### src/rtl/tile_scan.sv
// Sequences the tile renderer over the 5x6 letter grid: raster-to-tile mapping,
// board fetch, renderer inputs, sync delay, and the row-reveal animation.
module tile_scan #(
    parameter int X0            = 120,
    parameter int Y0            = 0,
    parameter int SQUARE_LAT    = 5,
    parameter int REVEAL_FRAMES = 8
) (
    input  logic       clk,
    input  logic       rst,
    input  logic [9:0] hpos,
    input  logic [9:0] vpos,
    input  logic       de_in,
    input  logic       hsync_in,
    input  logic       vsync_in,
    output logic [4:0] rd_addr,
    input  logic [7:0] rd_data,
    output logic [6:0] x,
    output logic [6:0] y,
    output logic [2:0] style,
    output logic [4:0] letter,
    output logic       de_out,
    output logic       hsync_out,
    output logic       vsync_out,
    input  logic       reveal_start,
    input  logic [2:0] reveal_row,
    output logic       reveal_busy,
    output logic [2:0] reveal_col,
    output logic       reveal_done
);

    localparam int unsigned PITCH = 80;
    localparam int unsigned DLY   = 2 + SQUARE_LAT;
    localparam int unsigned FW    = (REVEAL_FRAMES > 1) ? $clog2(REVEAL_FRAMES) : 1;
    localparam logic [FW-1:0] FLAST = FW'(REVEAL_FRAMES - 1);

    typedef enum logic { IDLE, FLIP } state_t;

    // ---------------- tile mapping (constant-compare chains) ----------------
    logic [10:0] h11, v11, x_base, y_base, lx_full, ly_full;
    logic [2:0]  col_c, row_c;
    logic        in_grid_c;
    logic [4:0]  addr_c;

    always_comb begin
        h11    = {1'b0, hpos};
        v11    = {1'b0, vpos};
        col_c  = '0;
        row_c  = '0;
        x_base = 11'(X0);
        y_base = 11'(Y0);
        for (int unsigned k = 1; k < 5; k++) begin
            if (h11 >= 11'(X0 + PITCH * k)) begin
                col_c  = 3'(k);
                x_base = 11'(X0 + PITCH * k);
            end
        end
        for (int unsigned k = 1; k < 6; k++) begin
            if (v11 >= 11'(Y0 + PITCH * k)) begin
                row_c  = 3'(k);
                y_base = 11'(Y0 + PITCH * k);
            end
        end
        lx_full   = h11 - x_base;
        ly_full   = v11 - y_base;
        in_grid_c = (h11 >= 11'(X0)) && (h11 < 11'(X0 + 5 * PITCH)) &&
                    (v11 >= 11'(Y0)) && (v11 < 11'(Y0 + 6 * PITCH));
        addr_c    = ({2'b00, row_c} * 5'd5) + {2'b00, col_c};
    end

    // ---------------- stage A ----------------
    logic [2:0] col_a, row_a;
    logic [6:0] lx_a, ly_a;
    logic       in_grid_a;

    always_ff @(posedge clk) begin
        if (!rst) begin
            col_a     <= '0;
            row_a     <= '0;
            lx_a      <= '0;
            ly_a      <= '0;
            in_grid_a <= 1'b0;
            rd_addr   <= '0;
        end else begin
            col_a     <= col_c;
            row_a     <= row_c;
            lx_a      <= lx_full[6:0];
            ly_a      <= ly_full[6:0];
            in_grid_a <= in_grid_c;
            if (in_grid_c)
                rd_addr <= addr_c;
        end
    end

    // ---------------- reveal FSM ----------------
    state_t        state, state_n;
    logic [2:0]    rrow, rrow_n, rcol_n;
    logic [FW-1:0] fcnt, fcnt_n;
    logic          done_n, vsync_q, vs_rise;

    assign vs_rise = vsync_in & ~vsync_q;

    always_ff @(posedge clk) begin
        if (!rst) begin
            state       <= IDLE;
            rrow        <= '0;
            reveal_col  <= '0;
            fcnt        <= '0;
            reveal_done <= 1'b0;
            vsync_q     <= 1'b0;
        end else begin
            state       <= state_n;
            rrow        <= rrow_n;
            reveal_col  <= rcol_n;
            fcnt        <= fcnt_n;
            reveal_done <= done_n;
            vsync_q     <= vsync_in;
        end
    end

    always_comb begin
        state_n = state;
        rrow_n  = rrow;
        rcol_n  = reveal_col;
        fcnt_n  = fcnt;
        done_n  = 1'b0;
        case (state)
            IDLE: begin
                if (reveal_start) begin
                    rrow_n  = reveal_row;
                    rcol_n  = '0;
                    fcnt_n  = '0;
                    state_n = FLIP;
                end
            end
            FLIP: begin
                if (vs_rise) begin
                    if (fcnt == FLAST) begin
                        fcnt_n = '0;
                        rcol_n = reveal_col + 3'd1;
                        if (reveal_col == 3'd4) begin
                            state_n = IDLE;
                            done_n  = 1'b1;
                        end
                    end else begin
                        fcnt_n = fcnt + 1'b1;
                    end
                end
            end
            default: state_n = IDLE;
        endcase
    end

    assign reveal_busy = (state == FLIP);

    // ---------------- stage B ----------------
    logic       override;
    logic [2:0] style_c;

    always_comb begin
        override = reveal_busy && (row_a == rrow) && (col_a >= reveal_col);
        style_c  = override ? 3'b101 : rd_data[7:5];
    end

    always_ff @(posedge clk) begin
        if (!rst) begin
            x      <= '0;
            y      <= '0;
            style  <= 3'b100;
            letter <= 5'd31;
        end else if (in_grid_a) begin
            x      <= lx_a;
            y      <= ly_a;
            style  <= style_c;
            letter <= rd_data[4:0];
        end else begin
            x      <= '0;
            y      <= '0;
            style  <= 3'b100;
            letter <= 5'd31;
        end
    end

    // ---------------- sync delay lines ----------------
    logic [DLY-1:0] de_sr, hs_sr, vs_sr;

    always_ff @(posedge clk) begin
        if (!rst) begin
            de_sr <= '0;
            hs_sr <= '0;
            vs_sr <= '0;
        end else begin
            de_sr <= {de_sr[DLY-2:0], de_in};
            hs_sr <= {hs_sr[DLY-2:0], hsync_in};
            vs_sr <= {vs_sr[DLY-2:0], vsync_in};
        end
    end

    assign de_out    = de_sr[DLY-1];
    assign hsync_out = hs_sr[DLY-1];
    assign vsync_out = vs_sr[DLY-1];

endmodule

### config.mk
export PLATFORM = sky130hd
export DESIGN_NAME = tile_scan
export DESIGN_NICKNAME = d
export VERILOG_FILES = /design/src/rtl/tile_scan.sv
export SDC_FILE = /design/constraint.sdc
export NUM_CORES = 1
export LEC_CHECK = 0
export CELL_PAD_IN_SITES_DETAIL_PLACEMENT = 1
export CELL_PAD_IN_SITES_GLOBAL_PLACEMENT = 1
export CORE_MARGIN = 2
export CORE_UTILIZATION = 38
export DETAILED_ROUTE_END_ITERATION = 16
export GPL_TIMING_DRIVEN = 0
export MAX_ROUTING_LAYER = met4
export PLACE_DENSITY = 0.9
export SKIP_LAST_GASP = 1
export SYNTH_ARGS = -nofsm -noshare
export SYNTH_HDL_FRONTEND = slang
export SYNTH_SLANG_ARGS = --single-unit
### constraint.sdc
create_clock -name clk -period 4.3 [get_ports clk]
set_input_delay 0.86 -clock clk [delete_from_list [all_inputs] [get_ports clk]]
set_output_delay 0.86 -clock clk [all_outputs]
set_load 0.1 [all_outputs]
Word-level counts from Yosys, hierarchy flattened
Index checks and enable logic that the tools add are counted.
{"block": "op_classes", "n_reduce_logical": 10, "n_eq_ne": 6, "addsub": 5, "n_mux": 32, "n_mul": 1, "n_lt_le_gt_ge": 13, "bitwise": 5}
{"cell": "7-bit two-way mux", "n": 8}
{"cell": "10-bit by 9-bit >= comparator with 1-bit output, second input constant", "n": 5}
{"cell": "3-bit two-way mux", "n": 11}
{"cell": "10-bit by 8-bit >= comparator with 1-bit output, second input constant", "n": 3}
{"cell": "10-bit by 7-bit >= comparator with 1-bit output, second input constant", "n": 2}
{"cell": "7-bit subtractor", "n": 2}
{"cell": "3-bit case mux with 2 select lines", "n": 2}
{"cell": "10-bit < comparator, second input constant", "n": 1}
{"cell": "10-bit by 9-bit < comparator with 1-bit output, second input constant", "n": 1}
{"cell": "1-bit two-way mux", "n": 8}
{"cell": "3-bit by 1-bit adder with 3-bit output, second input constant", "n": 2}
{"cell": "3-bit == test, second input constant", "n": 2}
{"cell": "6-bit two-way mux", "n": 1}
{"cell": "2-bit AND reduction", "n": 3}
{"cell": "5-bit by 3-bit adder with 5-bit output", "n": 1}
{"cell": "3-bit by 3-bit multiplier with 5-bit output, second input constant", "n": 1}
{"cell": "1-bit logical AND", "n": 4}
{"cell": "2-bit by 1-bit != test with 1-bit output, second input constant", "n": 2}
{"cell": "1-bit inverter", "n": 4}
{"cell": "4-bit AND reduction", "n": 1}
{"cell": "3-bit == test", "n": 1}
{"cell": "3-bit >= comparator", "n": 1}
{"cell": "3-bit AND reduction", "n": 1}
{"cell": "3-bit OR reduction", "n": 1}
{"cell": "other kinds (4)", "n": 4}
{"block": "totals", "reg_bits": 81, "word_cells": 92}

Depth between registers and ports, before layout
Gate-level depths: netlist of run 1.
{"block": "depth", "word_depth": 8, "ltp_mapped": 13, "depth_no_buf": 12}

Worst setup path before layout of run 1
OpenSTA, ideal clock, no wires.
{"block": "synth_path", "path_kind": "in2reg", "startpoint": "input port vpos[6]", "endpoint": "register rd_addr[4]", "n_path_buf": 1, "arrival_ps": 3171, "setup_time_ps": 68, "cell_stages": 12, "slack_ps": 1062, "path_cell_list": "clkbuf_1 -> nor2b_1 -> o211ai_1 -> a31o_1 -> ha_1 -> ha_1 -> ha_1 -> a21o_1 -> a21oi_1 -> xor2_1 -> mux2i_1 -> nor2_1"}
{"block": "synth_via", "elab_chain_cells": 8, "word_cells_on_any_way": 14}
{"element": "start: declaration", "line": "12", "rtl": "input logic [9:0] vpos,"}
{"element": "10-bit by 7-bit >= comparator with 1-bit output", "line": "59", "rtl": "if (v11 >= 11'(Y0 + PITCH * k)) begin"}
{"element": "1-bit two-way mux", "line": "59"}
{"element": "3-bit two-way mux (3 in series)", "line": "59"}
{"element": "3-bit two-way mux (*)", "line": "59"}
{"element": "named net row_c[0]", "line": "41", "rtl": "logic [2:0] col_c, row_c;"}
{"element": "3-bit by 3-bit multiplier with 5-bit output (*)", "line": "68", "rtl": "addr_c = ({2'b00, row_c} * 5'd5) + {2'b00, col_c};"}
{"element": "5-bit by 3-bit adder with 5-bit output (*)", "line": "68"}
{"element": "end signal: assignment", "line": "91", "rtl": "rd_addr <= addr_c;"}
{"element": "end: declaration", "line": "16", "rtl": "output logic [4:0] rd_addr,"}
Mark *: on every way through the listed nets, which the timed path passes. The rest lies on a longest branch.
A chain may end at the register's enable or synchronous reset.

Worst setup path in the final report of run 1
Same ends and word-level chain as after synthesis.

==> flow_summary.json, run 1 <==
{
  "run_status": "completed",
  "final-seq-area_um2": 1600,
  "clkSlewWorstSetupHoldPaths_ps": 90,
  "syn_nets": 362,
  "io_buffers": 68,
  "placementRows": 32,
  "cts_tree": "built",
  "stdcell_area_um2": 4110,
  "tns_ps": 0,
  "fin_crit_sh_pct": 86.7,
  "r2r-start": "reveal_col[0]",
  "hold_end": "hs_sr[4]",
  "synth-edff-count": 0,
  "cts_hold_buf": 0,
  "antenna_found_initial": 0,
  "cp_slowest_cell": "clkdlybuf4s50_1",
  "cts_max_path_buffers": 2,
  "grt_max_degree": 16,
  "synth_warnings": 0,
  "netlist_top_cells_count": "80 x dfxtp_1, 34 x and2_1, 27 x nor2_1, 17 x ha_1, 15 x and3_1",
  "synth_cell_types": 43,
  "grt_pass1_wl_um": 12200,
  "synthCells": 305,
  "drt-initial-drc-count": 41,
  "ys_seq_elements": 80,
  "htree_levels": 3,
  "cts_resized": 0,
  "maxCapViolations": 0,
  "syn_avg_cell_area_um2": 10.1,
  "reg2reg_to": "style[2]",
  "place_congestion": 0.809,
  "grt_pass1_vias": 2561,
  "path_max_fanout": 10,
  "min_period_ps": 3730,
  "netlist.area_leader.share_pct": 51.8,
  "dp_hpwl_um": 5500,
  "drv_slew": 0,
  "min_path_cells": 1,
  "drt-total-wl_um": 7440,
  "worst_pin_slew_ps": 995,
  "synth-seq-area-share_pct": 51.8,
  "postCtsSetupRepairBufs": 0,
  "insertion_delay_ps": 350,
  "fmax_ghz": 0.268,
  "netlist_area_um2": 3090,
  "dpl_cell_area_um2": 3900,
  "crit_type": "in -> reg",
  "die_w_um": 94.2,
  "rsz0062_at_grt": "no",
  "slowest_delay_ps": 530,
  "cp.arrival_ps": 4000,
  "fillers": 890,
  "grt_remaining_overflow": 0,
  "hold_viol_final": 0,
  "numCtsBuffers": 9,
  "cpLargestDelayFamily": "adder cells",
  "end_kind": "flop",
  "grt_use_total_pct": 18.4,
  "setup_viol": 0,
  "coreArea_um2": 7810,
  "dieArea_um2": 8880,
  "netlist_top_cells_area": "dfxtp_1 52%, and2_1 6.9%, ha_1 6.9%",
  "crit_path_frequent_cell": "ha_1",
  "leakage_uw": 0.00171,
  "cp.depth": 13,
  "nNetsFinal": 441,
  "io_pins": 72,
  "hold_path.startpoint": "hs_sr[3]",
  "path_cells": "clkdlybuf4s50_1 -> clkbuf_1 -> nor2b_1 -> o211ai_1 -> a31o_1 -> ha_1 -> ha_1 -> ha_1 -> a21o_1 -> a21oi_1 -> xor2_1 -> mux2i_1 -> nor2_1",
  "vias": 2390,
  "ff2ff_path_depth": 6,
  "initial_core_util_pct": 39.6,
  "slew_headroom_pct": 33.5,
  "path_buf_inv": 2,
  "rrSetupSlack_ps": 2560,
  "synth_most_common_cell": "dfxtp_1",
  "async_reset_ff_share_pct": 0,
  "irDropWorstVdd_v": 0.000184,
  "post_drt_wl_per_cell_um": 15.1,
  "dr.pass1.iters": 4,
  "clock_sinks": 80,
  "multi_input_area_um2": 1380,
  "drc": 0,
  "drive_gt1_share_pct": 7.71,
  "diodes": 0,
  "ant_nets": 0,
  "area_growth_pct": 32.9,
  "cts-root-buf": "clkbuf_8",
  "viasPerCell": 4.87,
  "synth_top_area_cell": "dfxtp_1",
  "ys.flop_type": "dfxtp_1",
  "required_ps": 4570,
  "skew_ps": 15.0,
  "startpoint": "vpos[6]",
  "hp-class": "reg -> reg",
  "die_y_um": 94.2,
  "critPathLaunchType": "primary input",
  "power_density_nw_per_um2": 385
}
==> registers in the layout, summed over array words and instances, names as in the netlist, 5 cells and up <==
register  flops
de_sr         7
rd_addr       5
ly_a          7
letter        5
hs_sr         7
lx_a          7
vs_sr         7
y             7
x             7
==> stage by stage <==
step                      hold WS [ps]  worst slack [ps]  power (uW)  utilization [%]  cells
after floorplan                    412              1060         947                -    305
after global placement             414               399        1020             50.0    475
after detailed placement           422               223        1030             50.0    475
after CTS                          443               573        1600             52.7    491
after global routing               455               401        1660             52.7    491
final                              439               573        1580             52.7    491
==> worst max path at each step <==
stage	to
CTS	rd_addr[4]
finish	rd_addr[4]
global route	rd_addr[4]
floorplan	rd_addr[4]
detailed placement	rd_addr[4]
global placement	rd_addr[4]
==> cell families after synthesis <==
kind of cell	Yosys count	synth area share [%]
DFF	80	51.8
AOI/OAI and AO/OA	33	7.77
buffers and inverters	28	3.72
and+or+nand+nor	125	22.2
xor gates and xnor gates	12	3.40
muxes	7	2.27
adders and majority gates	20	8.82
==> where the power goes <==
| group | switching [uW] | internal, uW |
|---|---|---|
| Clock | 277 | 291 |
| Sequential | 12.0 | 769 |
| Combinational | 139 | 93.1 |
==> placed cells by master, fill, tap and decap left out, types with 2 or more instances in the layout <==
cell and n:
or3_1 3, mux2i_1 7, and2_1 34, nand2b_1 2
and3_1 15, clkdlybuf4s50_1 68, xor2_1 3, a31oi_1 3
nand2_1 12, nor2_1 27, ha_1 17, buf_2 2
nand4_1 3, clkbuf_1 11, clkbuf_8 10, nor3_1 4
inv_6 3, fa_1 3, a21o_1 3, or2_2 5
a21oi_1 10, a21oi_2 2, inv_1 14, o211ai_1 4
xnor2_1 9, nand3_1 9, nor2b_1 5, dfxtp_1 80
==> routing by layer <==
metal	GRT usage [%]	vias up	routed length (um)
met1	20.0	1139	3100
met2	32.6	63	3830
li1	-	1175	-
met3	3.69	13	345
met4	8.33	0	159
met5	-	-	0
==> area by class of cell <==
type,instances,share of cell area [%]
clock inverter,6,1.77
timing repair buffer,68,16.6
clock buffer,10,3.35
sequential,80,39.0
tap,102,3.10
multi-input combinational,197,33.5
buffer,14,1.52
inverter,14,1.28
(Power assumes the default switching activity.)
==> run 2, diff against run 1 <==
SLEW_MARGIN = 30   (was unset)
==> results of run 2 <==
No change in the layout: final DEF, timing and power equal those of run 1.
